<file path="config.mk">
export PLATFORM = sky130hd
export DESIGN_NAME = rx_baud_generator_flat
export DESIGN_NICKNAME = d
export VERILOG_FILES = /design/src/rtl/rx_baud_generator_if.sv /design/src/rtl/rx_baud_generator.sv /design/src/flat_wrapper.sv
export SDC_FILE = /design/constraint.sdc
export NUM_CORES = 1
export LEC_CHECK = 0
export ABC_CLOCK_PERIOD_IN_PS = 5300
export CORE_AREA = 3 3 121 94
export DETAILED_ROUTE_END_ITERATION = 7
export DIE_AREA = 0 0 124 97
export GPL_TIMING_DRIVEN = 0
export PLACE_DENSITY_LB_ADDON = 0.3
export SLEW_MARGIN = 20
export SYNTH_ARGS = -nofsm -noshare
export SYNTH_HDL_FRONTEND = slang
export SYNTH_SLANG_ARGS = --single-unit
</file>
<file path="constraint.sdc">
create_clock -name MCLK -period 5.3 [get_ports MCLK]
set_input_delay 0.53 -clock MCLK [delete_from_list [all_inputs] [get_ports MCLK]]
set_output_delay 0.53 -clock MCLK [all_outputs]
set_load 0.01 [all_outputs]
</file>
<file path="src/rtl/rx_baud_generator_if.sv">
// Receive baud generator bus: eUSCI control/config toward the generator,
// sample strobe and status back to the receive state machine.
interface rx_baud_generator_if;
    logic        wUCSWRST;
    logic        RxBEN;
    logic        wUCOS16;
    logic [15:0] wUCBR;
    logic [3:0]  wUCBRF;
    logic [7:0]  wUCBRS;
    logic        BITCLK;
    logic        Running;
    logic [2:0]  BitIdx;

    modport master (
        output wUCSWRST, RxBEN, wUCOS16, wUCBR, wUCBRF, wUCBRS,
        input  BITCLK, Running, BitIdx
    );

    modport slave (
        input  wUCSWRST, RxBEN, wUCOS16, wUCBR, wUCBRF, wUCBRS,
        output BITCLK, Running, BitIdx
    );
endinterface

</file>
<file path="src/rtl/rx_baud_generator.sv">
// eUSCI UART receive bit-sample strobe generator. Phase-locks to RxBEN,
// emits the first strobe mid-start-bit, then one strobe per bit period.
// Each interval is built from sub-periods: one per interval in
// low-frequency mode, 8 (half) or 16 (full) in oversampling mode.
module rx_baud_generator (
    input  logic                MCLK,
    input  logic                reset,
    rx_baud_generator_if.slave  bus
);
    localparam logic [1:0] S_OFF  = 2'd0;
    localparam logic [1:0] S_HALF = 2'd1;
    localparam logic [1:0] S_RUN  = 2'd2;

    logic [1:0]  state_q,  state_d;
    logic        os_q,     os_d;
    logic [15:0] b_q,      b_d;
    logic [3:0]  f_q,      f_d;
    logic [7:0]  s_q,      s_d;
    logic [16:0] rem_q,    rem_d;   // cycles left in current sub-period, minus one
    logic [3:0]  j_q,      j_d;     // sub-period index within the interval
    logic [2:0]  k_q,      k_d;     // full-interval index mod 8
    logic        bitclk_q, bitclk_d;

    logic [15:0] b_in;
    logic        en;
    logic        last_sub;
    logic [2:0]  k_next;

    // Length in cycles of sub-period j of the half or full interval k.
    // Max value is 65536, so 17 bits never overflow.
    function automatic logic [16:0] sub_len(
        input logic        os,
        input logic [15:0] b,
        input logic [3:0]  f,
        input logic [7:0]  s,
        input logic        half,
        input logic [3:0]  j,
        input logic [2:0]  k
    );
        logic [16:0] len;
        if (!os) begin
            if (half)
                len = (b[15:1] == 15'd0) ? 17'd1 : {2'b00, b[15:1]};
            else
                len = {1'b0, b} + {16'd0, s[k]};
        end else begin
            len = {1'b0, b} + {16'd0, (j < f)}
                + {16'd0, (!half && j == 4'd15 && s[k])};
        end
        return len;
    endfunction

    assign b_in     = (bus.wUCBR == 16'd0) ? 16'd1 : bus.wUCBR;
    assign en       = bus.RxBEN && !bus.wUCSWRST;
    assign last_sub = !os_q || ((state_q == S_HALF) ? (j_q == 4'd7) : (j_q == 4'd15));
    assign k_next   = (state_q == S_HALF) ? 3'd0 : k_q + 3'd1;

    // Next-state: abort first, then start/count/expire per state.
    always_comb begin
        state_d  = state_q;
        os_d     = os_q;
        b_d      = b_q;
        f_d      = f_q;
        s_d      = s_q;
        rem_d    = rem_q;
        j_d      = j_q;
        k_d      = k_q;
        bitclk_d = 1'b0;
        if (!en) begin
            state_d = S_OFF;
            rem_d   = 17'd0;
            j_d     = 4'd0;
            k_d     = 3'd0;
        end else begin
            case (state_q)
                S_OFF: begin
                    // Config is captured here and held for the whole character.
                    state_d = S_HALF;
                    os_d    = bus.wUCOS16;
                    b_d     = b_in;
                    f_d     = bus.wUCBRF;
                    s_d     = bus.wUCBRS;
                    j_d     = 4'd0;
                    k_d     = 3'd0;
                    rem_d   = sub_len(bus.wUCOS16, b_in, bus.wUCBRF, bus.wUCBRS,
                                      1'b1, 4'd0, 3'd0) - 17'd1;
                end
                S_HALF, S_RUN: begin
                    if (rem_q == 17'd0) begin
                        if (last_sub) begin
                            bitclk_d = 1'b1;
                            state_d  = S_RUN;
                            k_d      = k_next;
                            j_d      = 4'd0;
                            rem_d    = sub_len(os_q, b_q, f_q, s_q, 1'b0, 4'd0, k_next) - 17'd1;
                        end else begin
                            j_d   = j_q + 4'd1;
                            rem_d = sub_len(os_q, b_q, f_q, s_q, state_q == S_HALF,
                                            j_q + 4'd1, k_q) - 17'd1;
                        end
                    end else begin
                        rem_d = rem_q - 17'd1;
                    end
                end
                default: state_d = S_OFF;
            endcase
        end
    end

    // State and counter registers with synchronous reset.
    always_ff @(posedge MCLK) begin
        if (reset) begin
            state_q  <= S_OFF;
            os_q     <= 1'b0;
            b_q      <= 16'd0;
            f_q      <= 4'd0;
            s_q      <= 8'd0;
            rem_q    <= 17'd0;
            j_q      <= 4'd0;
            k_q      <= 3'd0;
            bitclk_q <= 1'b0;
        end else begin
            state_q  <= state_d;
            os_q     <= os_d;
            b_q      <= b_d;
            f_q      <= f_d;
            s_q      <= s_d;
            rem_q    <= rem_d;
            j_q      <= j_d;
            k_q      <= k_d;
            bitclk_q <= bitclk_d;
        end
    end

    assign bus.BITCLK  = bitclk_q;
    assign bus.Running = (state_q != S_OFF);
    assign bus.BitIdx  = k_q;
endmodule

</file>
<file path="src/flat_wrapper.sv">
// flat-port wrapper written by rule: the top's interface ports become plain ports
module rx_baud_generator_flat 
  (MCLK, reset, bus_wUCSWRST, bus_RxBEN, bus_wUCOS16, bus_wUCBR, bus_wUCBRF, bus_wUCBRS, bus_BITCLK, bus_Running, bus_BitIdx);
  rx_baud_generator_if bus_i ();
  input  logic MCLK;
  input  logic reset;
  input wire logic [$bits(bus_i.wUCSWRST)-1:0] bus_wUCSWRST;
  input wire logic [$bits(bus_i.RxBEN)-1:0] bus_RxBEN;
  input wire logic [$bits(bus_i.wUCOS16)-1:0] bus_wUCOS16;
  input wire logic [$bits(bus_i.wUCBR)-1:0] bus_wUCBR;
  input wire logic [$bits(bus_i.wUCBRF)-1:0] bus_wUCBRF;
  input wire logic [$bits(bus_i.wUCBRS)-1:0] bus_wUCBRS;
  output wire logic [$bits(bus_i.BITCLK)-1:0] bus_BITCLK;
  output wire logic [$bits(bus_i.Running)-1:0] bus_Running;
  output wire logic [$bits(bus_i.BitIdx)-1:0] bus_BitIdx;
  assign bus_i.wUCSWRST = bus_wUCSWRST;
  assign bus_i.RxBEN = bus_RxBEN;
  assign bus_i.wUCOS16 = bus_wUCOS16;
  assign bus_i.wUCBR = bus_wUCBR;
  assign bus_i.wUCBRF = bus_wUCBRF;
  assign bus_i.wUCBRS = bus_wUCBRS;
  assign bus_BITCLK = bus_i.BITCLK;
  assign bus_Running = bus_i.Running;
  assign bus_BitIdx = bus_i.BitIdx;
  rx_baud_generator u_core (.MCLK(MCLK), .reset(reset), .bus(bus_i));
endmodule
</file>
Word-level counts from Yosys, hierarchy flattened. Cells that the tools add are included.

Add/sub/neg operators: 12. Reduce and logical (&&, ||, !) cells: 21. Equality and inequality tests: 7. Magnitude comparators: 5. Bitwise gates (word level): 3. Multiplexer cells: 36.

Operators by type and width (count): 17-bit two-way mux (16); 16-bit by 1-bit adder with 17-bit output (5); 17-bit by 1-bit subtractor with 17-bit output (second input constant) (4); 17-bit one-hot mux with 2 select lines (1); 15-bit zero test (2); 15-bit two-way mux (2); 17-bit by 1-bit adder with 17-bit output (1); 17-bit zero test (1); 16-bit zero test (1); 16-bit two-way mux (1); 3-bit two-way mux (3); 4-bit == test (second input constant) (2); 1-bit by 4-bit less-than comparator with 1-bit output (first input constant) (2); 3-bit by 4-bit less-than comparator with 1-bit output (second input constant) (2); 4-bit two-way mux (2); 4-bit one-hot mux with 2 select lines (1); 1-bit binary-select mux with 3-bit select (2); 3-bit one-hot mux with 2 select lines (1); 2-bit AND reduction (3); 4-bit by 1-bit adder with 4-bit output (second input constant) (1); 4-bit by 3-bit == test with 1-bit output (second input constant) (1); 4-bit less-than comparator (1); 1-bit two-way mux (4); 2-bit two-way mux (2); other kinds (14) (23).

Input port bits: 33. Register bits after elaboration: 56.

Longest topological paths before layout.
Depth after elaboration: 14. Mapped depth: 19. Depth with buffers taken out: 19.

Worst setup path after synthesis. No wires, ideal clock.

Path type: reg2reg. From: register u_core.k_q[0] (netlist: u_core.bus.BitIdx[0]). To: register u_core.rem_q[10]. Path buffers: 1. Path slack: 1117 ps. Setup time: 63 ps. Cell stages (with the launch flop): 16. Arrival time: 4119 ps. Cells stage by stage: dfxtp_1 -> clkbuf_1 -> mux4_2 -> mux2_2 -> and3_1 -> fa_1 -> ha_1 -> nand2_1 -> a21oi_2 -> o211ai_2 -> xnor2_1 -> or4b_4 -> a211oi_4 -> nand2_2 -> or4_1 -> nand3_1.

Cells in the longest elaborated chain, start to end: 14. Elaborated cells between the ends (all ways): 26.

Ends and longest elaborated chain: start, declared (RTL line rx_baud_generator.sv:21) `logic [2:0] k_q, k_d;`; start signal, assigned (RTL line rx_baud_generator.sv:130) `k_q <= k_d;`; 3-bit by 1-bit adder with 3-bit output (RTL line rx_baud_generator.sv:56) `assign k_next = (state_q == S_HALF) ? 3'd0 : k_q + 3'd1;`; 3-bit two-way mux (RTL line rx_baud_generator.sv:56); 1-bit binary-select mux with 3-bit select (RTL line rx_baud_generator.sv:45) `len = {1'b0, b} + {16'd0, s[k]};`; 1-bit two-way mux (not written as such) (RTL line rx_baud_generator.sv:45); 16-bit by 1-bit adder with 17-bit output (RTL line rx_baud_generator.sv:45); 17-bit two-way mux (RTL line rx_baud_generator.sv:41) `if (!os) begin`; 17-bit two-way mux (RTL line rx_baud_generator.sv:90) `if (last_sub) begin`; 17-bit two-way mux (RTL line rx_baud_generator.sv:89) `if (rem_q == 17'd0) begin`; 17-bit two-way mux (RTL line rx_baud_generator.sv:75) `case (state_q)`; 17-bit two-way mux (RTL line rx_baud_generator.sv:69) `if (!en) begin`; 17-bit by 1-bit subtractor with 17-bit output (RTL line rx_baud_generator.sv:95) `rem_d = sub_len(os_q, b_q, f_q, s_q, 1'b0, 4'd0, k_next) - 17'd1;`; 17-bit two-way mux (*) (RTL line rx_baud_generator.sv:90); 17-bit two-way mux (*) (RTL line rx_baud_generator.sv:89); 17-bit one-hot mux with 2 select lines (*) (RTL line rx_baud_generator.sv:75); end signal, assigned (RTL line rx_baud_generator.sv:128) `rem_q <= rem_d;`; end, declared (RTL line rx_baud_generator.sv:19) `logic [16:0] rem_q, rem_d;`.

Mark *: on every way between the ends. The rest lies on a longest branch, timed or not. The select of a mux whose other input is x is not followed. A chain may end at the register's enable or synchronous reset.

Worst setup path after layout.
From: register u_core.k_q[0] (netlist: u_core.bus.BitIdx[0]). To: register u_core.rem_q[13].

The elaborated chain is that of the path after synthesis.

==> out/qor.yml <==
clock_network:
  cts_root_buf: "clkbuf_16"
  cts_made_buffers: 5
  insertion_delay_ns: 0.29
  clockBufferDepth: 2
  htreeDepth: 2
  cts_tree: "yes"
  cts_resized: 0
  post_cts_buffers: 0
  clk_pin_slew_ns: 0.07
  postCtsHoldBufs: 0
  cts_sinks: 56
hold_path:
  hold_class: "reg2reg"
critical_path:
  critPathCaptureType: "register"
  critical_path_required_ns: 5.54
  path_max_fanout: 8
  path_class: "reg2reg"
  start_kind: "register"
  arrival_ns: 4.86
placement:
  dp_hpwl_um: 9347
  gp_congestion: 0.8971
  io_buffers: 32
sta:
  worst_pin_slew_ns: 0.7713
  maxSlewHeadroom_pct: 48.35
  skew_ns: 0.007600
  finalCritPeriodShare_pct: 87.14
  slew_violations: 0
  hold_viol_final: 0
  clock.fmax_mhz: 216.5
  finalSetupViolCount: 0
  tns_ns: 0
  rsz0062_at_grt: "no"
  min_period_ns: 4.618
route:
  wl_per_cell_um: 16.05
  via_per_inst: 5.735
  drc: 0
  first_iter_violations: 327
  routed_wirelength_um: 11640
  detail_route.first_pass.iterations: 5
  vias: 4158
  ant_nets: 0
synth:
  yosys-top-cells-count: "92 x nand2_1, 56 x dfxtp_1, 50 x a21oi_1"
  synth_top_area_share_pct: 27.48
  syn_area_mm2: 0.004080
  synth_edf_count: 0
  synth-main-ff-cell: "dfxtp_1"
  syn_nets: 598
  seq_area_frac_synth_pct: 27.48
  yosys_warnings: 0
  ys_ff_latch: 56
  avgSynthCellArea_um2: 7.432
  synthCells: 549
  async_flop_share_pct: 0
  synth_cell_types: 67
  yosys.area.top_type: "dfxtp_1"
  yosysMostFrequentCell: "nand2_1"
  synth_area_leaders: "dfxtp_1 27%, nand2_1 8.5%, a21oi_1 6.1%"
global_routing:
  grt_max_degree: 18
  grt_usage_pct: 19.34
  grt_pass1_wl_um: 18790
  grt_pass1_vias: 3635
  grt_overflow: 0
  antenna_found_initial: 0
power_and_ir_drop:
  ir_worst_vdd_uv: 216.3
  powerDensity_mw_per_mm2: 221.9
  p_leak_uw: 0.001667
  total_power_uw: 1053
floorplanning:
  die_h_um: 97
  core_area_mm2: 0.01025
  die_area_mm2: 0.01203
  io_pins: 38
  dieWidth_um: 124
  initial_utilization_pct: 39.81
  rows: 32
run_status:
  status: "finished clean"
layout:
  synthToLayoutAreaGrowth_pct: 16.25
  drive_above_1_share_pct: 6.112
  diodes: 0
  nNetsFinal: 637
run:
  cap_violations: 0
## layout make-up
cell class                      instances  area [µm²]
Clock buffer                            5       125.1
Sequential cell                        56        1121
Fill cell                            1035        5507
Clock inverter                          3       42.54
Buffer                                 32       123.9
Tap cell                              136       170.2
Inverter                               18       67.56
Timing Repair Buffer                   32       320.3
Multi-Input combinational cell        443        2773
## path summary, 6_finish.rpt
check | from | to | slack [ns] | cells after the start
min | u_core.s_q[5] | u_core.s_q[5] | 0.48 | 2
min reg2reg | u_core.s_q[5] | u_core.s_q[5] | 0.48 | 2
max reg2reg | u_core.bus.BitIdx[0] | u_core.rem_q[13] | 0.68 | 15
max | u_core.bus.BitIdx[0] | u_core.rem_q[13] | 0.68 | 15
## per-stage QoR
step	hold WS (ns)	cell area (µm²)	std cells	worst slack (ns)	utilization, %
after CTS	0.4735	4743	725	0.7167	46.28
after floorplan	0.4427	4080	549	1.117	-
after global placement	0.4547	4571	717	0.6327	44.59
after detailed placement	0.4635	4576	717	0.6813	44.64
final	0.4768	4743	725	0.6817	46.28
after global routing	0.4923	4743	725	0.4410	46.28
## routing by layer
metal	track usage, %	part of all wire, %
met5	0	0
met4	3.620	0.95
met3	3.039	7.5
met2	26.76	41
met1	31.25	51
## registers in the layout, summed over array words and instances, names as in the netlist
signal,count
u_core.state_q,2
u_core.b_q,16
u_core.j_q,4
u_core.bus.BitIdx,3
u_core.rem_q,17
u_core.os_q,1
u_core.f_q,4
u_core.s_q,8
u_core.bus.BITCLK,1
## where the power goes
part           internal, µW  switching (µW)
Combinational          88.4             135
Sequential              436            19.5
Clock                   222             152
## critical path: stages (launching register included)
cell and delay (ns):
dfxtp_1 0.35, clkbuf_1 0.32, mux4_2 0.55, mux2_2 0.27, and3_1 0.18, fa_1 0.44, ha_1 0.20, nand2_1 0.08
a21oi_2 0.08, or3_2 0.47, a31oi_1 0.36, nand3_1 0.22, a211oi_2 0.39, nand3_1 0.14, or4_1 0.43, nand3_1 0.09
## kinds of logic after synthesis
family                     Yosys count  synth area share, %
AOI/OAI and AO/OA                  122                19.38
xor gates and xnor gates            30                6.808
adders and majority gates           16                5.090
buffers and inverters               50                4.692
DFF                                 56                27.48
muxes                               17                5.152
and+or+nand+nor                    258                31.40
## placed cells by master, fill, tap and decap left out, drive strengths merged, types with 8 or more instances in the layout
cell type       n
a21oi          51
clkbuf         32
clkdlybuf4s50  32
dfxtp          56
ha             15
inv            18
mux2i          12
nand2          93
nand2b          8
nand3          31
nor2           40
nor3           20
nor4           15
o211ai          8
o21ai          23
or4            10
xnor2          15
xor2           15
Power figures use the tool's default switching activity.
